<file path="src/rtl/binarize_pack.sv">
// Sign-binarizes a signed activation stream and packs M bits per word behind a one-word output buffer.
// Optional build macro BINARIZE_THRESH_EN adds a per-beat signed threshold input thr.
module binarize_pack #(
  parameter int DATA_W = 8,
  parameter int M      = 3,
  parameter int M_log2 = $clog2(M + 1)
) (
  input  logic                     clk,
  input  logic                     rst,
  input  logic                     in_valid,
  output logic                     in_ready,
  input  logic signed [DATA_W-1:0] in_data,
  input  logic                     in_last,
`ifdef BINARIZE_THRESH_EN
  input  logic signed [DATA_W-1:0] thr,
`endif
  output logic                     out_valid,
  input  logic                     out_ready,
  output logic [M-1:0]             out_a,
  output logic [M_log2-1:0]        out_fill,
  output logic                     out_last
);

  localparam int IDX_W = (M > 1) ? $clog2(M) : 1;
  localparam logic [IDX_W-1:0] IDX_MAX = IDX_W'(M - 1);

  logic [M-1:0]      acc;
  logic [IDX_W-1:0]  idx;
  logic              bit_p0;
  logic              complete_p0;
  logic              accept_p0;
  logic [M-1:0]      word_p0;

  function automatic logic binarize(input logic signed [DATA_W-1:0] x,
                                    input logic signed [DATA_W-1:0] t);
    return (x >= t);
  endfunction

`ifdef BINARIZE_THRESH_EN
  assign bit_p0 = binarize(in_data, thr);
`else
  assign bit_p0 = binarize(in_data, '0);
`endif

  // A completing beat can only be taken if the output buffer is free or draining now.
  assign complete_p0 = (idx == IDX_MAX) || in_last;
  assign in_ready    = !complete_p0 || !out_valid || out_ready;
  assign accept_p0   = in_valid && in_ready;

  always_comb begin
    word_p0 = '0;
    for (int k = 0; k < M; k++) begin
      if (k < int'(idx))
        word_p0[k] = acc[k];
      else if (k == int'(idx))
        word_p0[k] = bit_p0;
    end
  end

  // Stage p0 -> output register
  always_ff @(posedge clk or posedge rst) begin
    if (rst) begin
      acc       <= '0;
      idx       <= '0;
      out_valid <= 1'b0;
      out_a     <= '0;
      out_fill  <= '0;
      out_last  <= 1'b0;
    end else begin
      if (accept_p0) begin
        if (complete_p0) begin
          out_a    <= word_p0;
          out_fill <= M_log2'(idx) + M_log2'(1);
          out_last <= in_last;
          acc      <= '0;
          idx      <= '0;
        end else begin
          acc[idx] <= bit_p0;
          idx      <= idx + IDX_W'(1);
        end
      end
      if (accept_p0 && complete_p0)
        out_valid <= 1'b1;
      else if (out_ready)
        out_valid <= 1'b0;
    end
  end

endmodule

</file>
<file path="config.mk">
export PLATFORM = sky130hd
export DESIGN_NAME = binarize_pack
export DESIGN_NICKNAME = d
export VERILOG_FILES = /design/src/rtl/binarize_pack.sv
export SDC_FILE = /design/constraint.sdc
export NUM_CORES = 1
export LEC_CHECK = 0
export ABC_AREA = 1
export CORE_MARGIN = 2
export CORE_UTILIZATION = 46
export DETAILED_ROUTE_END_ITERATION = 16
export PLACE_DENSITY = 0.91
export SLEW_MARGIN = 40
export SYNTH_ARGS = -nofsm -noshare
export SYNTH_HDL_FRONTEND = slang
export SYNTH_SLANG_ARGS = --single-unit
</file>
<file path="constraint.sdc">
create_clock -name clk -period 3 [get_ports clk]
set_input_delay 0.75 -clock clk [delete_from_list [all_inputs] [get_ports clk]]
set_output_delay 0.75 -clock clk [all_outputs]
set_load 0.005 [all_outputs]
</file>
==> results.py, run 1 <==
metrics = {
    "yosys": {
        "synthXorXnorAreaFrac": 0,
        "ys_seq_elements": 12,
        "syn_inst": 81,
        "yosysTopAreaCellShare": 0.483,
        "synthFlopType": "dfrtp_1",
        "synth_common_cells": "nand2_1, inv_1, dfrtp_1",
        "synth_top_family_by_area": "simple AND/OR/NAND/NOR gates",
        "synth-edff-count": 0,
        "yosys.cell_types.count": 12,
        "ys_top_cells_by_area": "dfrtp_1, nand2_1, ha_1",
        "yosysWarnings": 0,
        "yosys.cell_count.top_type": "nand2_1",
        "synth_compound_area_frac": 0.0302,
        "synthAdderAreaFrac": 0.0805,
        "syn_area_per_cell_um2": 7.68,
        "synth-seq-area-share": 0.483,
        "async_flop_share": 1.00,
        "yosys.area_share.simple": 0.310,
        "synthesis.area_um2": 622,
        "synth_top_cell_by_area": "dfrtp_1",
        "synthMuxAreaShare": 0,
        "synth.net_count": 98,
    },
    "finish": {
        "finalNonFillerCells": 112,
        "layout.nets": 115,
        "drive_gt1_frac": 0.0722,
        "diodes": 0,
        "area_growth_pct": 28.0,
    },
    "power_and_ir_drop": {
        "pwr-share-clk": 0.197,
        "total_power_mw": 0.643,
        "max-vdd-ir-drop_mv": 0.421,
        "combPwrFrac": 0.400,
        "seq_power_share": 0.403,
        "power_switching_mw": 0.218,
        "p_sw_frac": 0.339,
        "p_int_mw": 0.425,
        "power_density_nw_per_um2": 808,
        "p_leak_nw": 0.451,
    },
    "die": {
        "die_area_um2": 1660,
        "coreArea_um2": 1280,
        "rows": 13,
        "initial_core_util": 0.484,
        "die_x_um": 40.8,
        "boundaryPins": 21,
        "die_y_um": 40.8,
    },
    "sta": {
        "fmax_mhz": 367,
        "whs_ns": 0.480,
        "relSlewSlack": 0.703,
        "setup_tns_ns": 0,
        "slew_violations": 0,
        "setup_slack_ns": 0.274,
        "clock_skew_ns": 0.00427,
        "fin_crit_sh": 0.909,
        "rsz0062_at_grt": "false",
        "hold_viol_final": 0,
        "period_needed_ns": 2.73,
        "setup_viol_count_final": 0,
        "worstMarginPinSlew_ns": 0.445,
    },
    "cts": {
        "clkLatencyLatePin_ns": 0.27,
        "ctsLongestPathBuffers": 2,
        "cts_inserted_buffers": 3,
        "cts.sinks": 12,
        "cts_hold_buf": 0,
        "cts_resized": 0,
        "h-tree-depth": 1,
        "path_clk_slew_ns": 0.07,
        "tritoncts": "built",
        "cts_setup_buffers": 0,
        "cts_root_buf": "clkbuf_4",
    },
    "global_routing": {
        "overflow": 0,
        "grt_max_degree": 13,
        "track_usage": 0.167,
        "grt_pass1_wl_um": 1810,
        "grt_pass1_vias": 462,
        "antenna_found_initial": 0,
    },
    "route": {
        "drt-initial-drc-count": 12,
        "drtAntennaViolNets": 0,
        "viasPerCell": 4.82,
        "wl_um": 1100,
        "vias": 540,
        "routedWlPerCell_um": 9.85,
        "drc": 0,
        "drt_pass1_iterations": 6,
    },
    "flow_run": {
        "drv_cap": 0,
    },
    "placed_design": {
        "dp_slack_ns": 0.295,
        "io_buffers": 13,
        "dp_cells": 108,
        "dpl.hpwl_um": 851,
        "gp_congestion": 0.852,
    },
    "setup_path": {
        "cp.required_ns": 2.25,
        "crit_arrival_ns": 1.98,
        "critPathKind": "input pin to output pin",
        "critPathLaunchType": "input pin",
        "crit_path_end_kind": "output pin",
        "crit_fanout": 3,
    },
    "outcome": {
        "status": "complete, no violations",
    },
    "min_path": {
        "hold_class": "flop to flop",
    },
}
## sequential cells by signal, summed over array words and instances (netlist names)
signal / cells
acc: 3
out_valid: 1
out_last: 1
out_a: 3
idx: 2
out_fill: 2
## layout by cell type (no fill, tap or decap)
cell type	Yosys	final
o21ai_2	1	1
o21ai_1	1	1
clkbuf_8	0	1
ha_1	4	4
clkbuf_4	0	3
inv_1	13	13
nand2_1	35	35
clkdlybuf4s50_1	0	13
o21ai_0	1	1
nand2_2	1	1
nor2_1	8	8
nand3_1	3	3
dfrtp_1	12	12
nand3_2	1	1
## metrics by stage
| step | cell area (um2) | utilization |
|---|---|---|
| after floorplan | 622 | - |
| after global placement | 759 | 0.591 |
| after detailed placement | 759 | 0.591 |
| after CTS | 796 | 0.619 |
| after global routing | 796 | 0.619 |
| final | 796 | 0.619 |
## worst paths after layout
| check | endpoint | start | cells after the start | slack [ns] |
|---|---|---|---|---|
| setup / recovery | in_ready | in_last | 5 | 0.27 |
| hold / removal | out_a[0]$_DFFE_PP0P_ | out_a[0]$_DFFE_PP0P_ | 2 | 0.48 |
| setup reg to reg | out_fill[1]$_DFFE_PP0P_ | idx[0]$_DFFE_PP0P_ | 8 | 1.50 |
| hold reg to reg | out_a[0]$_DFFE_PP0P_ | out_a[0]$_DFFE_PP0P_ | 2 | 0.48 |
| max in group asynchronous | acc[0]$_DFFE_PP0P_ | rst | 2 | 1.91 |
| min in group asynchronous | out_a[1]$_DFFE_PP0P_ | rst | 2 | 0.78 |
## final cells by class
type / instances / area [um2]
Timing Repair Buffer: 13 / 130
Tap cell: 15 / 18.8
Clock buffer: 4 / 36.3
Inverter: 13 / 48.8
Fill cell: 106 / 489
Sequential cell: 12 / 300
Multi-Input combinational cell: 55 / 262
## worst max-delay path, stage by stage
cell and delay, ns:
clkdlybuf4s50_1 0.42, inv_1 0.09, nand2_2 0.08, nand2_1 0.12, clkdlybuf4s50_1 0.51
## per-layer routing
metal	up-vias	GRT usage	wire, um
li1	276	-	-
met1	246	0.203	497
met2	16	0.274	545
met3	2	0.0435	50
met4	0	0.0750	9
met5	-	0	0
## logic make-up after synthesis
kind of cell / after synthesis
AND/OR/NAND/NOR: 48
buffers and inverters: 14
flip-flops: 12
adder cells (fa/ha/maj): 4
AO/OA/AOI/OAI: 3
## power by group through the flow
stage	Combinational, mW	Sequential (mW)	Clock (mW)
finish	0.257	0.259	0.126
global route	0.294	0.269	0.136
CTS	0.260	0.260	0.130
detailed placement	0.253	0.263	0
global placement	0.243	0.261	0
floorplan	0.141	0.262	0
Power figures use the tool's default switching activity.
==> inputs of run 2 (changes only) <==
- ABC_AREA: 1 -> 0
==> run 2 against run 1 <==
  * Largest cell class unchanged
  * Clock skew fell by 0.0026 ns
  * Wire length fell by 9.3%
  * Worst setup slack got worse by 0.042 ns
  * Non-clock buffer count did not move
  * Critical path type unchanged
  * Utilization rose by 0.68 points
  * Maximum frequency fell by 1.5%
  * Cell count fell by 27%
  * Critical endpoint unchanged
  * Clock power barely moved
  * Area after synthesis fell by 0.40%
  * Cell area rose by 1.1%
  * Synthesized cell count fell by 38%
==> results.py, run 2 <==
metrics = {
    "outcome": {
        "status": "complete, no violations",
    },
    "cts": {
        "cts.sinks": 12,
        "clkLatencyLatePin_ns": 0.27,
        "tritoncts": "built",
        "cts_hold_buf": 0,
        "ctsLongestPathBuffers": 2,
        "path_clk_slew_ns": 0.07,
        "cts_setup_buffers": 0,
        "cts_root_buf": "clkbuf_4",
        "cts_inserted_buffers": 3,
        "h-tree-depth": 1,
        "cts_resized": 0,
    },
    "die": {
        "die_area_um2": 1660,
        "boundaryPins": 21,
        "initial_core_util": 0.482,
        "die_x_um": 40.7,
        "rows": 13,
        "coreArea_um2": 1280,
        "die_y_um": 40.7,
    },
    "sta": {
        "rsz0062_at_grt": "false",
        "clock_skew_ns": 0.00171,
        "setup_tns_ns": 0,
        "period_needed_ns": 2.77,
        "setup_slack_ns": 0.231,
        "hold_viol_final": 0,
        "slew_violations": 0,
        "setup_viol_count_final": 0,
        "fin_crit_sh": 0.923,
        "worstMarginPinSlew_ns": 0.444,
        "relSlewSlack": 0.703,
        "fmax_mhz": 361,
        "whs_ns": 0.488,
    },
    "route": {
        "vias": 425,
        "routedWlPerCell_um": 12.2,
        "drtAntennaViolNets": 0,
        "wl_um": 1000,
        "drt_pass1_iterations": 4,
        "viasPerCell": 5.18,
        "drc": 0,
        "drt-initial-drc-count": 8,
    },
    "yosys": {
        "yosys.cell_count.top_type": "dfrtp_1",
        "synthFlopType": "dfrtp_1",
        "synth-edff-count": 0,
        "async_flop_share": 1.00,
        "syn_inst": 50,
        "synth.net_count": 67,
        "yosysTopAreaCellShare": 0.485,
        "synth-seq-area-share": 0.485,
        "synth_top_cell_by_area": "dfrtp_1",
        "ys_top_cells_by_area": "dfrtp_1, ha_1, mux2i_1",
        "synthesis.area_um2": 619,
        "synth_common_cells": "dfrtp_1, inv_1, mux2i_1",
        "yosys.cell_types.count": 21,
        "yosysWarnings": 0,
        "syn_area_per_cell_um2": 12.4,
        "ys_seq_elements": 12,
    },
    "setup_path": {
        "critPathLaunchType": "input pin",
        "critPathKind": "input pin to output pin",
        "reg2reg_slack_ns": 1.38,
        "reg2regPathDepth": 5,
        "cp_common_cell": "clkdlybuf4s50_1",
        "worstReg2RegStart": "idx[0]$_DFFE_PP0P_",
        "crit_arrival_ns": 2.02,
        "worst-path-stages": 4,
        "path_buf_inv": 2,
        "crit_fanout": 4,
        "regToRegEndpoint": "out_fill[1]$_DFFE_PP0P_",
        "crit_path_end_kind": "output pin",
        "crit_chain": "clkdlybuf4s50_1 -> or2_4 -> nand2b_1 -> clkdlybuf4s50_1",
        "critPathMaxStageDelay_ns": 0.49,
        "cp_slowest_cell": "clkdlybuf4s50_1",
        "cp.required_ns": 2.25,
        "cp_top_family": "buffers and inverters",
    },
    "finish": {
        "diodes": 0,
        "layout.nets": 85,
        "final_cell_mix": "clkdlybuf4s50_1, dfrtp_1, inv_1",
        "finalNonFillerCells": 82,
        "reg_top3": "acc: 3 flops, out_a: 3 flops",
        "drive_gt1_frac": 0.164,
        "mostFrequentLayoutCell": "clkdlybuf4s50_1",
        "area_growth_pct": 29.9,
    },
    "min_path": {
        "hold_class": "flop to flop",
        "min_to": "acc[2]$_DFFE_PP0P_",
        "hp-start": "acc[2]$_DFFE_PP0P_",
        "hold_depth": 1,
    },
    "placed_design": {
        "dp_slack_ns": 0.231,
        "dp_cells": 78,
        "io_buffers": 13,
        "gp_congestion": 0.809,
        "dpl.hpwl_um": 795,
    },
    "global_routing": {
        "antenna_found_initial": 0,
        "overflow": 0,
        "grt_pass1_wl_um": 1700,
        "grt_max_degree": 13,
        "grt_pass1_vias": 410,
        "track_usage": 0.161,
    },
    "flow_run": {
        "drv_cap": 0,
    },
    "power_and_ir_drop": {
        "p_leak_nw": 0.383,
        "max-vdd-ir-drop_mv": 0.386,
        "power_density_nw_per_um2": 776,
    },
}
-- run 2: cell types whose count changed after synthesis, sizes merged, moves of 3 or more --
cell	before	now
mux2	0	3
inv	13	6
nand2	36	1
nor2	8	1
mux2i	0	5
-- run 2: cell families after synthesis --
logic type	share of synthesized area
DFF	0.485
and+or+nand+nor	0.141
AOI/OAI and AO/OA	0.103
adders and majority gates	0.0808
buffers and inverters	0.0364
muxes	0.154
-- run 2: final cells by class --
class	instances	area, um2
fillers	103	480
flip-flops and latches	12	300
multi-input cells	32	297
repair buffers	13	130
clock buffers	4	36.3
inverters	6	22.5
well taps	15	18.8
-- run 2: worst max path at each step --
stage | start | endpoint | slack [ns]
2_1_floorplan | out_ready | in_ready | 1.12
3_3_place_gp | in_last | in_ready | 0.23
3_5_place_dp | in_last | in_ready | 0.23
4_1_cts | in_last | in_ready | 0.23
5_1_grt | out_ready | in_ready | 0.19
6_report | in_last | in_ready | 0.23
-- run 2: power by group --
group	internal, mW	switching [mW]	total [mW]
logic	0.155	0.0883	0.243
registers	0.216	0.0394	0.255
clock network	0.0737	0.0520	0.126
total	0.444	0.180	0.624
-- run 2: worst register-to-register path, cell delays in order, from the launching register on --
cell	delay, ns
dfrtp_1	0.40
inv_1	0.11
ha_1	0.25
or2_4	0.29
nand3_4	0.15
mux2_4	0.31
-- run 2: routing by layer --
layer  share of wire  vias to the layer above  GRT usage
met1            0.46                      203      0.208
met2            0.49                       12      0.258
li1                -                      210          -
met5               0                        -          0
met3           0.050                        0     0.0326
met4               0                        0     0.0750
-- run 2: through the flow --
step	utilization	power [mW]	instance area, um2
6_report	0.626	0.624	805
5_1_grt	0.626	0.671	805
4_1_cts	0.626	0.631	805
3_5_place_dp	0.598	0.505	768
3_3_place_gp	0.598	0.493	768
2_1_floorplan	-	0.394	619
==> inputs of run 3 (changes only) <==
- MAX_ROUTING_LAYER: unset -> met4
- RECOVER_POWER: unset -> 50
==> run 3 against run 2 <==
  * Combinational power about the same
  * Utilization is 0.29 points lower
  * Non-clock buffer count unchanged
  * Maximum frequency is essentially flat
  * Die area is the same
  * Wire length decreased by 0.10%
  * Worst setup slack better by 0.0019 ns
  * First-iteration DRC count stayed put
  * Critical path type unchanged
  * Largest cell class unchanged
  * Largest power group unchanged
==> results.py, run 3 (synthesis gave the netlist of run 2 again) <==
metrics = {
    "outcome": {
        "status": "complete, no violations",
    },
    "cts": {
        "cts_setup_buffers": 0,
        "cts.sinks": 12,
        "ctsLongestPathBuffers": 2,
        "cts_inserted_buffers": 3,
        "clkLatencyLatePin_ns": 0.27,
        "cts_hold_buf": 0,
        "tritoncts": "built",
        "cts_root_buf": "clkbuf_4",
        "path_clk_slew_ns": 0.07,
        "cts_resized": 0,
        "h-tree-depth": 1,
    },
    "route": {
        "drt-initial-drc-count": 8,
        "drtAntennaViolNets": 0,
        "wl_um": 999,
        "routedWlPerCell_um": 12.2,
        "viasPerCell": 5.13,
        "drt_pass1_iterations": 4,
        "vias": 421,
        "drc": 0,
    },
    "finish": {
        "final_cell_mix": "dfrtp_1, clkdlybuf4s50_1, inv_1",
        "layout.nets": 85,
        "area_growth_pct": 29.3,
        "finalNonFillerCells": 82,
        "reg_top3": "acc: 3 flops, out_a: 3 flops",
        "mostFrequentLayoutCell": "dfrtp_1",
        "drive_gt1_frac": 0.149,
        "post-route-util": 0.623,
        "diodes": 0,
    },
    "die": {
        "coreArea_um2": 1280,
        "die_area_um2": 1660,
        "die_y_um": 40.7,
        "initial_core_util": 0.482,
        "boundaryPins": 21,
        "die_x_um": 40.7,
        "rows": 13,
    },
    "sta": {
        "period_needed_ns": 2.77,
        "relSlewSlack": 0.703,
        "setup_tns_ns": 0,
        "setup_viol_count_final": 0,
        "fin_crit_sh": 0.922,
        "fmax_mhz": 361,
        "whs_ns": 0.488,
        "hold_viol_final": 0,
        "rsz0062_at_grt": "false",
        "clock_skew_ns": 0.000595,
        "slew_violations": 0,
        "worstMarginPinSlew_ns": 0.445,
    },
    "global_routing": {
        "grt_pass1_vias": 410,
        "overflow": 0,
        "grt_pass1_wl_um": 1700,
        "antenna_found_initial": 0,
        "track_usage": 0.166,
        "grt_max_degree": 13,
    },
    "power_and_ir_drop": {
        "total_power_mw": 0.623,
        "p_leak_nw": 0.382,
        "power_density_nw_per_um2": 778,
        "max-vdd-ir-drop_mv": 0.386,
    },
    "placed_design": {
        "dpl.hpwl_um": 795,
        "dp_cells": 78,
        "io_buffers": 13,
        "gp_congestion": 0.820,
    },
    "setup_path": {
        "worstReg2RegStart": "idx[0]$_DFFE_PP0P_",
        "reg2regPathDepth": 5,
        "reg2reg_slack_ns": 1.38,
        "crit_fanout": 4,
        "cp.required_ns": 2.25,
        "critPathKind": "input pin to output pin",
        "crit_path_end_kind": "output pin",
        "critPathLaunchType": "input pin",
        "crit_arrival_ns": 2.02,
        "regToRegEndpoint": "out_fill[1]$_DFFE_PP0P_",
    },
    "min_path": {
        "hold_depth": 1,
        "hp-start": "acc[2]$_DFFE_PP0P_",
        "min_to": "acc[2]$_DFFE_PP0P_",
        "hold_class": "flop to flop",
    },
    "flow_run": {
        "drv_cap": 0,
    },
}
==> run 3: cell type report <==
type / instances / area (um2)
repair buffers: 13 / 130
well taps: 15 / 18.8
fillers: 105 / 484
multi-input cells: 32 / 293
inverters: 6 / 22.5
clock buffers: 4 / 36.3
flip-flops and latches: 12 / 300
==> run 3: power by group <==
| part | switching [mW] | internal, mW |
|---|---|---|
| registers | 0.0393 | 0.216 |
| logic | 0.0872 | 0.154 |
| clock network | 0.0526 | 0.0737 |
==> run 3: through the flow <==
step	area [um2]	setup WS [ns]
final	801	0.233
after CTS	805	0.231
after detailed placement	768	0.231
after global routing	801	0.203
after floorplan	619	1.12
after global placement	768	0.226
==> run 3: how the worst max path moves through the flow <==
stage / start / end / slack [ns]
5_1_grt: out_ready / in_ready / 0.20
4_1_cts: in_last / in_ready / 0.23
6_report: in_last / in_ready / 0.23
3_5_place_dp: in_last / in_ready / 0.23
2_1_floorplan: out_ready / in_ready / 1.12
3_3_place_gp: in_last / in_ready / 0.23
==> run 3: critical path: stages <==
cell	delay, ns
clkdlybuf4s50_1	0.43
or2_4	0.27
nand2b_1	0.07
clkdlybuf4s50_1	0.49
==> run 3: metal layers <==
metal / global-route usage / part of all wire / vias to the layer above
li1: - / - / 210
met1: 0.208 / 0.46 / 199
met2: 0.258 / 0.49 / 12
met3: 0.0326 / 0.049 / 0
met4: 0.0750 / 0 / 0
met5: - / 0 / -
